$ cat src/rtl/uart_bram_writer.sv
// UART-to-BRAM loader.
// After a start pulse, the first KERNEL_LEN received bytes are written to the
// kernel BRAM and the following IMAGE_LEN bytes to the image BRAM, one write
// per received byte. Every output is registered. Once the load is complete,
// the block stays in DONE and only reset can rearm it.
module uart_bram_writer #(
   parameter int KERNEL_LEN = 9,
   parameter int IMAGE_LEN  = 50176
) (
   input  logic        clk,
   input  logic        reset,
   input  logic        start,
   input  logic        rx_valid,
   input  logic [7:0]  rx_data,
   output logic        kernel_we,
   output logic [3:0]  kernel_addr,
   output logic [7:0]  kernel_din,
   output logic        image_we,
   output logic [15:0] image_addr,
   output logic [7:0]  image_din,
   output logic [15:0] image_write_count,
   output logic        kernel_loaded,
   output logic        write_complete,
   output logic        extra_byte
);

   typedef enum logic [1:0] {
      IDLE,
      KERNEL,
      IMAGE,
      DONE
   } state_t;

   localparam logic [3:0]  KERNEL_LAST = 4'(KERNEL_LEN - 1);
   localparam logic [15:0] IMAGE_LAST  = 16'(IMAGE_LEN - 1);

   state_t      r_state;
   logic [3:0]  r_kernelIdx;
   logic [15:0] r_imageCount;
   logic        r_kernelWe;
   logic [3:0]  r_kernelAddr;
   logic [7:0]  r_kernelDin;
   logic        r_imageWe;
   logic [15:0] r_imageAddr;
   logic [7:0]  r_imageDin;
   logic        r_kernelLoaded;
   logic        r_writeComplete;
   logic        r_extraByte;

   logic w_kernelLast;
   logic w_imageLast;

   // The image byte count doubles as the index of the next image byte, so the
   // final byte is recognised before the counter reaches IMAGE_LEN.
   assign w_kernelLast = (r_kernelIdx == KERNEL_LAST);
   assign w_imageLast  = (r_imageCount == IMAGE_LAST);

   // Load sequencer: a single process for state, byte indices, write strobes and sticky flags.
   always_ff @(posedge clk or posedge reset) begin
      if (reset) begin
         r_state         <= IDLE;
         r_kernelIdx     <= '0;
         r_imageCount    <= '0;
         r_kernelWe      <= 1'b0;
         r_kernelAddr    <= '0;
         r_kernelDin     <= '0;
         r_imageWe       <= 1'b0;
         r_imageAddr     <= '0;
         r_imageDin      <= '0;
         r_kernelLoaded  <= 1'b0;
         r_writeComplete <= 1'b0;
         r_extraByte     <= 1'b0;
      end else begin
         r_kernelWe <= 1'b0;
         r_imageWe  <= 1'b0;
         case (r_state)
            IDLE: begin
               if (start) begin
                  r_state <= KERNEL;
               end
            end
            KERNEL: begin
               if (rx_valid) begin
                  r_kernelWe   <= 1'b1;
                  r_kernelAddr <= r_kernelIdx;
                  r_kernelDin  <= rx_data;
                  if (w_kernelLast) begin
                     r_state        <= IMAGE;
                     r_kernelLoaded <= 1'b1;
                  end else begin
                     r_kernelIdx <= r_kernelIdx + 4'd1;
                  end
               end
            end
            IMAGE: begin
               if (rx_valid) begin
                  r_imageWe    <= 1'b1;
                  r_imageAddr  <= r_imageCount;
                  r_imageDin   <= rx_data;
                  r_imageCount <= r_imageCount + 16'd1;
                  if (w_imageLast) begin
                     r_state         <= DONE;
                     r_writeComplete <= 1'b1;
                  end
               end
            end
            DONE: begin
               if (rx_valid) begin
                  r_extraByte <= 1'b1;
               end
            end
            default: begin
               r_state <= IDLE;
            end
         endcase
      end
   end

   assign kernel_we         = r_kernelWe;
   assign kernel_addr       = r_kernelAddr;
   assign kernel_din        = r_kernelDin;
   assign image_we          = r_imageWe;
   assign image_addr        = r_imageAddr;
   assign image_din         = r_imageDin;
   assign image_write_count = r_imageCount;
   assign kernel_loaded     = r_kernelLoaded;
   assign write_complete    = r_writeComplete;
   assign extra_byte        = r_extraByte;

endmodule

$ cat config.mk
export PLATFORM = sky130hd
export DESIGN_NAME = uart_bram_writer
export DESIGN_NICKNAME = d
export VERILOG_FILES = /design/src/rtl/uart_bram_writer.sv
export SDC_FILE = /design/constraint.sdc
export NUM_CORES = 1
export LEC_CHECK = 0
export BUFFER_PORTS_ARGS = -buffer_cell sky130_fd_sc_hd__buf_2
export CORE_MARGIN = 4
export CORE_UTILIZATION = 48
export CTS_CLUSTER_DIAMETER = 50
export CTS_CLUSTER_SIZE = 8
export DETAILED_ROUTE_END_ITERATION = 10
export GPL_TIMING_DRIVEN = 1
export PLACE_DENSITY = 0.81
export SYNTH_ARGS = -nofsm -noshare
export SYNTH_HDL_FRONTEND = slang
export SYNTH_SLANG_ARGS = --single-unit
$ cat constraint.sdc
create_clock -name clk -period 4 [get_ports clk]
set_input_delay 1.2 -clock clk [delete_from_list [all_inputs] [get_ports clk]]
set_output_delay 1.2 -clock clk [all_outputs]
set_load 0.02 [all_outputs]
==> flow_metrics.py <==
metrics = {
    "clock_tree": {
        "cts.repair.resized": 0,
        "post_cts_buffers": 0,
        "cts_buffer_depth": 2,
        "root_buffer": "clkbuf_8",
        "clock_sinks": 63,
        "cts_tree": "built",
        "hold_buffers": 0,
        "clk_latency_ns": 0.33,
        "clkTransAtPathRegs_ns": 0.06,
        "cts-htree-levels": 3,
        "cts_made_buffers": 9,
    },
    "logic_synthesis": {
        "netlist.area_leader.share_pct": 61.17,
        "ys_top_cells_by_count": "63 x dfrtp_1, 41 x nand2_1, 24 x mux2_2",
        "synth_nets": 227,
        "yosys.cell_types.count": 32,
        "synth_ff_type": "dfrtp_1",
        "synth_most_common_cell": "dfrtp_1",
        "ys_seq_elements": 63,
        "synth_edf_count": 0,
        "syn_area_um2": 2577,
        "synth_top_area_cell": "dfrtp_1",
        "async_flop_share_pct": 100.0,
        "ys_seq_area_share_pct": 61.17,
        "yosys_warnings": 0,
        "syn_inst": 207,
        "ys_top_cells_by_area": "dfrtp_1 61%, mux2_2 10%, nand2_1 6.0%",
        "syn_avg_cell_area_um2": 12.45,
    },
    "critical_path": {
        "critPathArrivalTime_ns": 2.51,
        "critical_path_class": "in2reg",
        "slowest_stage": "inv_2",
        "regToRegSetupSlack_ns": 1.87,
        "end_kind": "flip-flop",
        "start_kind": "primary input",
        "cp.required_ns": 4.21,
        "path_max_fanout": 18,
        "crit_chain": "buf_2 > nand2_1 > inv_2 > mux2_2",
        "ff2ff_path_depth": 5,
        "slowest_delay_ns": 0.43,
    },
    "route": {
        "wl_per_cell_um": 14.11,
        "ant_nets": 0,
        "drc": 0,
        "vias_per_cell": 4.910,
        "drt_iter0_drc": 112,
        "drt_wl_total_mm": 5.009,
        "dr_total_vias": 1743,
        "drtPass1Iterations": 4,
    },
    "sta": {
        "hold_violations": 0,
        "period_minus_slack_ns": 2.297,
        "fin_skew_ns": 0.007120,
        "finalSetupViolCount": 0,
        "maxSlewViolCount": 0,
        "rsz0062_at_grt": "no",
        "tns_ns": 0,
        "worstMarginPinSlew_ns": 0.6820,
        "max_freq_ghz": 0.4353,
        "slew_headroom_pct": 54.47,
        "min_period_over_period_pct": 57.43,
    },
    "grt": {
        "grt_usage_pct": 17.12,
        "grt_max_degree": 35,
        "grt_pass1_wl_mm": 8.321,
        "grt-ovfl-total": 0,
        "grt_pass1_vias": 1704,
        "grt_antenna_before_repair": 0,
    },
    "min_path": {
        "worstHoldPathCells": 1,
        "hold_class": "reg2reg",
    },
    "pwr": {
        "ir_drop_mv": 0.2974,
        "p_leak_uw": 0.001686,
        "p_per_area_nw_per_um2": 675.7,
    },
    "floorplan": {
        "die_x_um": 81.28,
        "initial_core_util_pct": 49.83,
        "rows": 26,
        "die_h_um": 81.28,
        "core-area_um2": 5172,
        "io_pins": 69,
        "die_area_um2": 6606,
    },
    "final_layout": {
        "layout.nets": 303,
        "syn_to_final_growth_pct": 22.14,
        "final_util_pct": 60.86,
        "drive_gt1_share_pct": 39.30,
        "final_cell_count_no_fill": 355,
        "design_area_um2": 3148,
        "diodes": 0,
    },
    "placement": {
        "dpl-instance-area_um2": 2997,
        "dp_hpwl_mm": 3.786,
        "place_inst": 342,
        "io_buffer_count": 68,
        "gp_congestion": 0.7498,
    },
    "outcome": {
        "status": "completed",
    },
    "job": {
        "drv_cap": 0,
    },
}
==> critical path, delay by kind of cell <==
kind                   cells  cell delay, ns
buffers and inverters      2            0.56
muxes                      1            0.39
and+or+nand+nor            1            0.35
==> kinds of logic (layout without fill, tap and decap cells) <==
logic type                 after synthesis  in the layout  share of synthesized area [%]
AOI/OAI and AO/OA                       10             10                          2.573
and+or+nand+nor                         67             67                          12.62
muxes                                   27             27                          11.75
xor gates and xnor gates                17             17                          5.777
DFF                                     63             63                          61.16
adders and majority gates                8              8                          3.884
buffers and inverters                   15             93                          2.233
==> power breakdown <==
part | switching [uW] | internal (uW) | leakage [uW]
registers | 127 | 820 | 0.000806
clock network | 207 | 229 | 0.0000809
logic | 454 | 290 | 0.000798
==> layer usage <==
metal  track usage, %  part of all wire, %  vias up
met4            8.615                  1.7        0
met2            27.52                   53       39
li1                 -                    -      847
met1            21.29                   42      851
met3            4.435                  4.1        6
met5                0                    0        -
==> flip-flops by register name, indices dropped and copies added (netlist names), 2 cells and up <==
name / count
r_state: 2
kernel_din: 8
kernel_addr: 4
image_din: 8
image_addr: 16
r_kernelIdx: 4
image_write_count: 16
==> final cells by class <==
| type | count | area (um^2) |
|---|---|---|
| multi-input combinational | 129 | 943.4 |
| tap | 70 | 87.58 |
| clock inverter | 2 | 10.01 |
| timing repair buffer | 69 | 347.8 |
| clock buffer | 11 | 141.4 |
| sequential | 63 | 1577 |
| inverter | 11 | 41.29 |
| fill | 409 | 2024 |
==> cells in the final DEF, fill, tap and decap left out <==
| cell type | n |
|---|---|
| nor4_2 | 1 |
| buf_4 | 1 |
| mux2_2 | 24 |
| o211a_1 | 1 |
| mux2i_1 | 1 |
| xor2_1 | 3 |
| nand3b_1 | 1 |
| buf_2 | 68 |
| nor4_1 | 2 |
| nand3_2 | 1 |
| mux2_1 | 2 |
| ha_1 | 8 |
| nand2_1 | 41 |
| or2_2 | 1 |
| xnor2_1 | 14 |
| or4b_1 | 1 |
| nand3_1 | 6 |
| inv_1 | 8 |
| nand4_2 | 1 |
| a221oi_1 | 1 |
| nor3b_1 | 1 |
| nor3_1 | 1 |
| inv_2 | 3 |
| dfrtp_1 | 63 |
| o21bai_1 | 1 |
| clkbuf_1 | 1 |
| o21ai_0 | 5 |
| nand4_1 | 5 |
| clkbuf_8 | 10 |
| a21o_1 | 2 |
| clkinv_2 | 2 |
| and3_1 | 1 |
| nand4b_1 | 1 |
| nor2_1 | 3 |
==> per-stage QoR <==
step	setup WS (ns)	hold WS [ns]	power, uW
after floorplan	1.230	0.4668	1457
after global placement	1.402	0.4368	1681
after detailed placement	1.355	0.4487	1712
after CTS	1.714	0.4653	2154
after global routing	1.614	0.4947	2270
final	1.703	0.4631	2127
==> worst paths after layout <==
kind,startpoint,end
setup / recovery,rx_valid,image_din[4]
hold / removal,extra_byte,extra_byte
setup reg to reg,r_state[0],image_din[4]
hold reg to reg,extra_byte,extra_byte
max in group asynchronous,reset,r_kernelIdx[2]
min in group asynchronous,reset,kernel_din[7]
Power figures use the tool's default switching activity.
